$ cat src/rtl/fnd_scan_if.sv
// Scanned FND display bus plus the decoded-frame outputs of the scan receiver.
// master = scan source / bench side, slave = receiver side.
interface fnd_scan_if;
    logic [7:0]  i_font;
    logic [3:0]  i_digit;
    logic [15:0] o_value;
    logic [3:0]  o_dp;
    logic        o_valid;
    logic        o_font_err;
    logic        o_stalled;

    modport master (
        output i_font, i_digit,
        input  o_value, o_dp, o_valid, o_font_err, o_stalled
    );

    modport slave (
        input  i_font, i_digit,
        output o_value, o_dp, o_valid, o_font_err, o_stalled
    );
endinterface

$ cat src/rtl/fnd_scan_receiver.sv
// Receives a multiplexed 4-digit FND scan, debounces each digit position and
// decodes the segment fonts back into a BCD frame that is published once all slots are seen.
module fnd_scan_receiver #(
    parameter int STABLE_CYCLES  = 4,
    parameter int TIMEOUT_CYCLES = 1000000
) (
    input  logic        i_clk,
    input  logic        i_reset,
    fnd_scan_if.slave   bus
);
    // state     | meaning
    // S_COLLECT | gathering digit captures into the slot registers
    // S_PUBLISH | one cycle: copy slots to outputs, pulse o_valid
    localparam logic [0:0] S_COLLECT = 1'b0;
    localparam logic [0:0] S_PUBLISH = 1'b1;

    localparam int CW = $clog2(STABLE_CYCLES + 1);
    localparam int TW = $clog2(TIMEOUT_CYCLES + 1);
    localparam logic [CW-1:0] STABLE_MAX  = CW'(STABLE_CYCLES);
    localparam logic [TW-1:0] TIMEOUT_MAX = TW'(TIMEOUT_CYCLES);

    logic [7:0]        font_s1_q, font_s2_q;
    logic [3:0]        digit_s1_q, digit_s2_q;
    logic [11:0]       prev_q;
    logic [CW-1:0]     cnt_q, cnt_d;
    logic [TW-1:0]     tmo_q, tmo_d;
    logic [0:0]        state_q, state_d;
    logic [3:0][3:0]   slot_q, slot_d;
    logic [3:0]        sdp_q, sdp_d;
    logic [3:0]        mask_q, mask_d;
    logic              acc_q, acc_d;
    logic [15:0]       value_q, value_d;
    logic [3:0]        dp_q, dp_d;
    logic              valid_q, valid_d;
    logic              err_q, err_d;

    logic [11:0]       pair_s;
    logic              hit;
    logic              sel_ok;
    logic [1:0]        sel_idx;
    logic [3:0]        nib;
    logic              nib_bad;
    logic              capture;

    function automatic logic [4:0] decode_font(input logic [6:0] seg);
        logic [4:0] r;
        case (seg)
            7'h40:   r = {1'b0, 4'd0};
            7'h79:   r = {1'b0, 4'd1};
            7'h24:   r = {1'b0, 4'd2};
            7'h30:   r = {1'b0, 4'd3};
            7'h19:   r = {1'b0, 4'd4};
            7'h12:   r = {1'b0, 4'd5};
            7'h02:   r = {1'b0, 4'd6};
            7'h78:   r = {1'b0, 4'd7};
            7'h00:   r = {1'b0, 4'd8};
            7'h10:   r = {1'b0, 4'd9};
            default: r = {1'b1, 4'hF};
        endcase
        return r;
    endfunction

    always_comb begin
        pair_s = {digit_s2_q, font_s2_q};
        if (pair_s != prev_q) begin
            cnt_d = '0;
        end else if (cnt_q != STABLE_MAX) begin
            cnt_d = cnt_q + CW'(1);
        end else begin
            cnt_d = cnt_q;
        end
        // fires only on the transition into the saturated count, so a held pattern captures once
        hit = (cnt_d == STABLE_MAX) && (cnt_q != STABLE_MAX);
    end

    always_comb begin
        sel_ok  = 1'b1;
        sel_idx = 2'd0;
        case (digit_s2_q)
            4'b1110: sel_idx = 2'd0;
            4'b1101: sel_idx = 2'd1;
            4'b1011: sel_idx = 2'd2;
            4'b0111: sel_idx = 2'd3;
            default: sel_ok  = 1'b0;
        endcase
        {nib_bad, nib} = decode_font(font_s2_q[6:0]);
        capture = hit && sel_ok;
    end

    always_comb begin
        slot_d  = slot_q;
        sdp_d   = sdp_q;
        mask_d  = mask_q;
        acc_d   = acc_q;
        state_d = state_q;
        value_d = value_q;
        dp_d    = dp_q;
        err_d   = err_q;
        valid_d = 1'b0;
        tmo_d   = (tmo_q != TIMEOUT_MAX) ? tmo_q + TW'(1) : tmo_q;

        if (state_q == S_PUBLISH) begin
            value_d = slot_q;
            dp_d    = sdp_q;
            err_d   = acc_q;
            valid_d = 1'b1;
            mask_d  = 4'b0000;
            acc_d   = 1'b0;
            state_d = S_COLLECT;
        end

        if (capture) begin
            tmo_d            = '0;
            slot_d[sel_idx]  = nib;
            sdp_d[sel_idx]   = ~font_s2_q[7];
            mask_d[sel_idx]  = 1'b1;
            if (nib_bad) begin
                acc_d = 1'b1;
            end
            if ((state_q == S_COLLECT) && (mask_d == 4'b1111)) begin
                state_d = S_PUBLISH;
            end
        end
    end

    always_ff @(posedge i_clk or negedge i_reset) begin
        if (!i_reset) begin
            font_s1_q  <= '0;
            font_s2_q  <= '0;
            digit_s1_q <= '0;
            digit_s2_q <= '0;
            prev_q     <= '0;
            cnt_q      <= '0;
            tmo_q      <= '0;
            state_q    <= S_COLLECT;
            slot_q     <= '0;
            sdp_q      <= '0;
            mask_q     <= '0;
            acc_q      <= 1'b0;
            value_q    <= '0;
            dp_q       <= '0;
            valid_q    <= 1'b0;
            err_q      <= 1'b0;
        end else begin
            font_s1_q  <= bus.i_font;
            font_s2_q  <= font_s1_q;
            digit_s1_q <= bus.i_digit;
            digit_s2_q <= digit_s1_q;
            prev_q     <= pair_s;
            cnt_q      <= cnt_d;
            tmo_q      <= tmo_d;
            state_q    <= state_d;
            slot_q     <= slot_d;
            sdp_q      <= sdp_d;
            mask_q     <= mask_d;
            acc_q      <= acc_d;
            value_q    <= value_d;
            dp_q       <= dp_d;
            valid_q    <= valid_d;
            err_q      <= err_d;
        end
    end

    assign bus.o_value    = value_q;
    assign bus.o_dp       = dp_q;
    assign bus.o_valid    = valid_q;
    assign bus.o_font_err = err_q;
    assign bus.o_stalled  = (tmo_q >= TIMEOUT_MAX);
endmodule

$ cat src/flat_wrapper.sv
// flat-port wrapper written by rule: the top's interface ports become plain ports
module fnd_scan_receiver_flat 
#(
    parameter int STABLE_CYCLES  = 4,
    parameter int TIMEOUT_CYCLES = 1000000
)
  (i_clk, i_reset, bus_i_font, bus_i_digit, bus_o_value, bus_o_dp, bus_o_valid, bus_o_font_err, bus_o_stalled);
  fnd_scan_if bus_i ();
  input  logic i_clk;
  input  logic i_reset;
  input wire logic [$bits(bus_i.i_font)-1:0] bus_i_font;
  input wire logic [$bits(bus_i.i_digit)-1:0] bus_i_digit;
  output wire logic [$bits(bus_i.o_value)-1:0] bus_o_value;
  output wire logic [$bits(bus_i.o_dp)-1:0] bus_o_dp;
  output wire logic [$bits(bus_i.o_valid)-1:0] bus_o_valid;
  output wire logic [$bits(bus_i.o_font_err)-1:0] bus_o_font_err;
  output wire logic [$bits(bus_i.o_stalled)-1:0] bus_o_stalled;
  assign bus_i.i_font = bus_i_font;
  assign bus_i.i_digit = bus_i_digit;
  assign bus_o_value = bus_i.o_value;
  assign bus_o_dp = bus_i.o_dp;
  assign bus_o_valid = bus_i.o_valid;
  assign bus_o_font_err = bus_i.o_font_err;
  assign bus_o_stalled = bus_i.o_stalled;
  fnd_scan_receiver #(.STABLE_CYCLES(STABLE_CYCLES), .TIMEOUT_CYCLES(TIMEOUT_CYCLES)) u_core (.i_clk(i_clk), .i_reset(i_reset), .bus(bus_i));
endmodule
$ cat config.mk
export PLATFORM = sky130hd
export DESIGN_NAME = fnd_scan_receiver_flat
export DESIGN_NICKNAME = d
export VERILOG_FILES = /design/src/rtl/fnd_scan_if.sv /design/src/rtl/fnd_scan_receiver.sv /design/src/flat_wrapper.sv
export SDC_FILE = /design/constraint.sdc
export NUM_CORES = 1
export LEC_CHECK = 0
export BUFFER_PORTS_ARGS = -buffer_cell sky130_fd_sc_hd__clkbuf_2
export CORE_ASPECT_RATIO = 1.4
export CORE_MARGIN = 4
export CORE_UTILIZATION = 45
export CTS_BUF_LIST = sky130_fd_sc_hd__clkbuf_16
export DETAILED_ROUTE_END_ITERATION = 10
export RECOVER_POWER = 25
export SLEW_MARGIN = 0
export SYNTH_ARGS = -nofsm -noshare
export SYNTH_HDL_FRONTEND = slang
export SYNTH_SLANG_ARGS = --single-unit
$ cat constraint.sdc
create_clock -name i_clk -period 3.9 [get_ports i_clk]
set_clock_uncertainty 0.15 [all_clocks]
set_input_delay 0.78 -clock i_clk [delete_from_list [all_inputs] [get_ports i_clk]]
set_output_delay 0.78 -clock i_clk [all_outputs]
set_load 0.01 [all_outputs]
* After elaboration in Yosys (flattened, before gate mapping)
Cells that the tools add are included.
Operators by class: bitwise logic cells 3, add/subtract/negate cells 2, equal/unequal tests 18, reduce and logical (&&, ||, !) cells 7, muxes and demuxes 21, order comparisons 3
Operator list (count):
- 5-bit one-hot mux with 10 select lines | 1
- 20-bit 2-to-1 mux | 2
- 7-bit by 5-bit == test with 1-bit output, second input constant | 3
- 7-bit == test, second input constant | 3
- 20-bit by 1-bit adder with 20-bit output, second input constant | 1
- 20-bit >= comparator, second input constant | 1
- 20-bit inequality test, second input constant | 1
- 16-bit bitwise mux | 1
- 4-bit == test, second input constant | 4
- 7-bit by 6-bit == test with 1-bit output, second input constant | 2
- 4-bit 2-to-1 mux | 3
- 12-bit inequality test | 1
- 4-bit demux with 2-bit select | 1
- 1-bit 2-to-1 mux | 8
- 7-bit by 2-bit == test with 1-bit output, second input constant | 1
- 7-bit zero test | 1
- 3-bit 2-to-1 mux | 2
- 2-bit one-hot mux with 3 select lines | 1
- 4-bit bitwise mux | 1
- 4-bit by 3-bit == test with 1-bit output, second input constant | 1
- 1-bit logical AND | 4
- 4-bit bitwise OR | 1
- 4-bit OR reduction | 1
- 3-bit by 1-bit adder with 3-bit output, second input constant | 1
- 7 further kinds | 8
Word-level totals: logic and storage cells 73, flip-flop bits (word level) 107, bits of input ports 14

* Longest topological paths before layout
word-level depth 11, mapped depth 7, mapped depth without buffers 7

* Least setup slack after synthesis
Ideal clock, no wire load.
path type flip-flop to flip-flop, start point reg u_core.digit_s2_q[1], end point reg u_core.slot_q[5] (netlist bit), stages on the path, launching flop included 6, path slack 1.627 ns, setup time 0.125 ns, arrival 1.998 ns, path buffers 1, cell sequence dfrtp_1 > buf_6 > xor2_1 > or4_4 > nor4_4 > mux2_2
On the way: cells in the longest elaborated chain, start to end 7
Ends and longest elaborated chain:
- start, declared | line fnd_scan_receiver.sv:23 | logic [3:0] digit_s1_q, digit_s2_q;
- start signal, assigned | line fnd_scan_receiver.sv:148 | digit_s2_q <= digit_s1_q;
- 4-bit by 3-bit == test with 1-bit output / 4-bit == test (equally long branches) | line fnd_scan_receiver.sv:79 | case (digit_s2_q)
- 2-bit one-hot mux with 3 select lines | line fnd_scan_receiver.sv:79
- 2-bit by 3-bit less-than comparator with 1-bit output (not written as such) / 2-bit by 1-bit >= comparator with 1-bit output (equally long branches) | line fnd_scan_receiver.sv:114 | slot_d[sel_idx] = nib;
- 1-bit logical AND (not written as such) | line fnd_scan_receiver.sv:114
- 4-bit 2-to-1 mux (not written as such) | line fnd_scan_receiver.sv:114
- 4-bit demux with 2-bit select
- 16-bit bitwise mux | line fnd_scan_receiver.sv:114
- end signal, assigned | line fnd_scan_receiver.sv:153 | slot_q <= slot_d;
- end, declared | line fnd_scan_receiver.sv:28 | logic [3:0][3:0] slot_q, slot_d;
Several ways; a longest one is shown, not always the timed one. A chain may end at the register's enable or synchronous reset.

* Worst setup path after layout
start point reg u_core.cnt_q[0], end point reg u_core.slot_q[6] (netlist bit)
On the way: cells in the longest elaborated chain, start to end 6
Ends and longest elaborated chain:
- start, declared | line fnd_scan_receiver.sv:25 | logic [CW-1:0] cnt_q, cnt_d;
- start signal, assigned | line fnd_scan_receiver.sv:150 | cnt_q <= cnt_d;
- 3-bit by 1-bit adder with 3-bit output / 3-bit inequality test (equally long branches) | line fnd_scan_receiver.sv:68, fnd_scan_receiver.sv:67, fnd_scan_receiver.sv:73
- 3-bit 2-to-1 mux | line fnd_scan_receiver.sv:67 | end else if (cnt_q != STABLE_MAX) begin
- 3-bit 2-to-1 mux | line fnd_scan_receiver.sv:65 | if (pair_s != prev_q) begin
- 3-bit == test | line fnd_scan_receiver.sv:73 | hit = (cnt_d == STABLE_MAX) && (cnt_q != STABLE_MAX);
- 1-bit logical AND (*) | line fnd_scan_receiver.sv:73
- 1-bit logical AND (*) | line fnd_scan_receiver.sv:87 | capture = hit && sel_ok;
Every way passes the cells marked *; elsewhere a longest branch is shown, timed or not.

==> flow_summary.json <==
{
  "setup_viol": 0,
  "cts_tree": "yes",
  "cp_num_buf_inv": 1,
  "hold_violations": 0,
  "cp-start-kind": "flop",
  "hpwlAfterDp_um": 5980,
  "tns_ns": 0,
  "antenna_found_initial": 0,
  "clock-sinks": 107,
  "r2r_start": "u_core.cnt_q[0]",
  "core_mm2": 0.00990,
  "slowest_stage": "nor3b_1",
  "clkTransAtPathRegs_ns": 0.07,
  "fin_total_pwr_mw": 2.02,
  "die_w_um": 92.9,
  "portBuffers": 36,
  "postCtsHoldBufs": 0,
  "antenna_cells": 0,
  "worstSetupStartpoint": "u_core.cnt_q[0]",
  "crit_chain": "inv_1 > ha_1 > nor3b_1 > o211ai_1 > nor4_4 > mux2_2",
  "setup_ws_ns": 1.34,
  "ys_async_sr_fraction_pct": 100,
  "p_leak_nw": 2.39,
  "violations": "capacitance limit, slew limit",
  "path_class": "flop to flop",
  "cts-root-buf": "clkbuf_16",
  "vias": 2853,
  "fp-row-count": 43,
  "grt_pass1_vias": 3043,
  "antenna_left": 0,
  "die-height_um": 127,
  "fillers": 897,
  "postCtsResizedCells": 0,
  "critPathMaxFanout": 6,
  "max_stage_delay_ns": 0.47,
  "cts_setup_buffers": 0,
  "firstDrtPassIters": 4,
  "netlist-cell-type-count": 52,
  "ys_seq_elements": 107,
  "fmax_mhz": 391,
  "peakVddDrop_mv": 0.253,
  "critPathCaptureType": "flop",
  "final_cells": 542,
  "final_cell_area_mm2": 0.00508,
  "place.gp.congestion": 0.840,
  "ios": 37,
  "layout-drive-gt1-share_pct": 23.1,
  "required_ns": 3.97,
  "period_share_pct": 65.6,
  "endpoint": "u_core.slot_q[6]",
  "r2r-end": "u_core.slot_q[6]",
  "routedWlPerCell_um": 15.5,
  "final_nets": 422,
  "placed_cells": 528,
  "grt.total_usage_pct": 15.8,
  "cp.arrival_ns": 2.63,
  "syn_inst": 368,
  "vias_per_cell": 5.26,
  "globalRoute.totalOverflow": 0,
  "ys.flop_type": "dfrtp_1",
  "critPathTopFamily": "simple AND/OR/NAND/NOR gates",
  "power_density_mw_per_mm2": 398,
  "yosysSeqAreaShare_pct": 59.0,
  "synth-edff-count": 0,
  "hold_class": "flop to flop",
  "r2r_setup_slack_ns": 1.34,
  "die_area_mm2": 0.0118,
  "slew_headroom_pct": -40.4,
  "path_depth": 6,
  "synth_nets": 386,
  "slew_viol_final": 88,
  "worstSkewPairLatency_ns": 0.34,
  "period_needed_ns": 2.56,
  "ys_warn_count": 0,
  "syn_area_mm2": 0.00454,
  "drt_iter0_markers": 112,
  "start_util_pct": 45.8,
  "grt_pass1_wl_um": 14900,
  "drc_errors": 0,
  "reg2reg_depth": 6,
  "cts.path.max_buffers": 2,
  "grt_start_max_net_pins": 88,
  "place_area_mm2": 0.00482,
  "area_growth_pct": 12.0,
  "tightest_slew_ns": 2.11,
  "htreeDepth": 3,
  "routed_wl_um": 8380,
  "post-place-ws_ns": 1.35,
  "postSynthAreaPerCell_um2": 12.3,
  "outcome": "complete, but fails checks",
  "rsz0062_at_grt": "no",
  "maxCapViolCount": 1,
  "numCtsBuffers": 9
}
[metal layers]
layer	GRT usage [%]	up-vias	wire length, um
li1	-	1376	-
met2	26.4	46	4310
met4	7.42	0	223
met5	0	-	0
met3	2.91	17	251
met1	19.7	1414	3600
[state kept, by name (all words and copies together), names as in the netlist]
name                   cells
u_core.acc_q               1
u_core.bus.o_value        16
u_core.sdp_q               4
u_core.slot_q             16
u_core.bus.o_dp            4
u_core.font_s2_q           8
u_core.bus.o_valid         1
u_core.digit_s2_q          4
u_core.state_q             1
u_core.font_s1_q           8
u_core.bus.o_font_err      1
u_core.mask_q              4
u_core.digit_s1_q          4
u_core.prev_q             12
u_core.cnt_q               3
u_core.tmo_q              20
[cell type report]
| cell class | count | area, um2 | share of cell area (%) |
|---|---|---|---|
| clock buffers | 9 | 225 | 4.43 |
| multi-input cells | 231 | 1720 | 33.8 |
| flip-flops and latches | 107 | 2680 | 52.7 |
| repair buffers | 38 | 195 | 3.84 |
| clock inverters | 5 | 31.3 | 0.616 |
| inverters | 17 | 63.8 | 1.26 |
| well taps | 135 | 169 | 3.33 |
[stage by stage]
step / util (%) / hold WS, ns
floorplan: - / 0.181
global placement: 48.7 / 0.184
detailed placement: 48.7 / 0.185
CTS: 51.3 / 0.200
global route: 51.3 / 0.202
finish: 51.3 / 0.198
[worst reg2reg max path: cells and delay by family, from the launching register on]
kind	cells	cell delay, ns
AO/OA/AOI/OAI	1	0.29
flip-flops	1	0.40
multiplexers	1	0.40
adder cells (fa/ha/maj)	1	0.23
AND/OR/NAND/NOR	2	0.91
buffers and inverters	1	0.07
[synth_stat cells (2+ instances only)]
| library cell | number | area share (%) |
|---|---|---|
| nor4_2 | 4 | 1.1 |
| buf_4 | 3 | 0.50 |
| nor2_1 | 28 | 2.3 |
| and4b_1 | 2 | 0.44 |
| dfrtp_1 | 107 | 59 |
| nand2_1 | 22 | 1.8 |
| o31ai_1 | 5 | 0.83 |
| o32a_1 | 2 | 0.44 |
| o21ai_0 | 13 | 1.4 |
| inv_1 | 17 | 1.4 |
| nand3_1 | 10 | 1.1 |
| and4_1 | 3 | 0.58 |
| mux2_2 | 29 | 7.2 |
| a41oi_1 | 6 | 1.2 |
| nor4b_1 | 2 | 0.39 |
| a31oi_1 | 4 | 0.55 |
| buf_6 | 2 | 0.50 |
| nand4_1 | 10 | 1.4 |
| a211oi_1 | 2 | 0.33 |
| xnor2_1 | 10 | 1.9 |
| and3_1 | 2 | 0.28 |
| clkbuf_1 | 6 | 0.50 |
| nor3b_1 | 2 | 0.33 |
| a21oi_1 | 9 | 0.99 |
| nor2b_1 | 4 | 0.55 |
| nor3_1 | 6 | 0.66 |
| xor2_1 | 22 | 4.2 |
| mux2i_1 | 2 | 0.44 |
| buf_2 | 2 | 0.22 |
| ha_1 | 4 | 1.1 |
| or4_4 | 3 | 0.74 |
| and4b_2 | 2 | 0.50 |
| o211a_1 | 4 | 0.88 |
[logic make-up after synthesis]
kind of cell | after synthesis | synth area share, %
AO/OA/AOI/OAI | 54 | 8.36
XOR/XNOR | 33 | 6.54
adder cells (fa/ha/maj) | 4 | 1.10
buffers and inverters | 30 | 3.12
flip-flops | 107 | 59.0
multiplexers | 31 | 7.64
AND/OR/NAND/NOR | 109 | 14.2
[power breakdown]
group | leakage [nW] | total, mW | internal (mW) | switching [mW]
Combinational | 0.867 | 0.0712 | 0.0226 | 0.0486
Clock | 0.123 | 0.799 | 0.423 | 0.376
Sequential | 1.40 | 1.15 | 1.13 | 0.0201
Total | 2.39 | 2.02 | 1.57 | 0.445
[worst min path at each step]
| stage | startpoint | slack (ns) | depth (start not counted) | end |
|---|---|---|---|---|
| global route | u_core.font_s1_q[3] | 0.20 | 0 | u_core.font_s2_q[3] |
| finish | u_core.digit_s1_q[3] | 0.20 | 0 | u_core.digit_s2_q[3] |
| CTS | u_core.digit_s1_q[3] | 0.20 | 0 | u_core.digit_s2_q[3] |
| floorplan | u_core.digit_s1_q[0] | 0.18 | 0 | u_core.digit_s2_q[0] |
| detailed placement | u_core.digit_s1_q[3] | 0.18 | 0 | u_core.digit_s2_q[3] |
| global placement | u_core.digit_s1_q[0] | 0.18 | 0 | u_core.digit_s2_q[0] |
[layout by cell type, fill, tap and decap left out, types with 3 or more instances in the layout]
master	Yosys	layout
nor2_1	28	28
nand3_1	10	10
o21ai_0	13	13
nor3_1	6	6
nor2b_1	4	4
nand4_1	10	10
dfrtp_1	107	107
xor2_1	22	22
nand2_1	22	22
o211a_1	4	4
a31oi_1	4	4
a41oi_1	6	6
mux2_2	29	29
clkbuf_2	0	36
and4_1	3	3
or4_4	3	3
a21oi_1	9	9
nor4_2	4	4
o31ai_1	5	5
inv_1	17	18
xnor2_1	10	10
ha_1	4	4
clkbuf_16	0	9
Note: power is estimated with default switching activity, not from simulation.
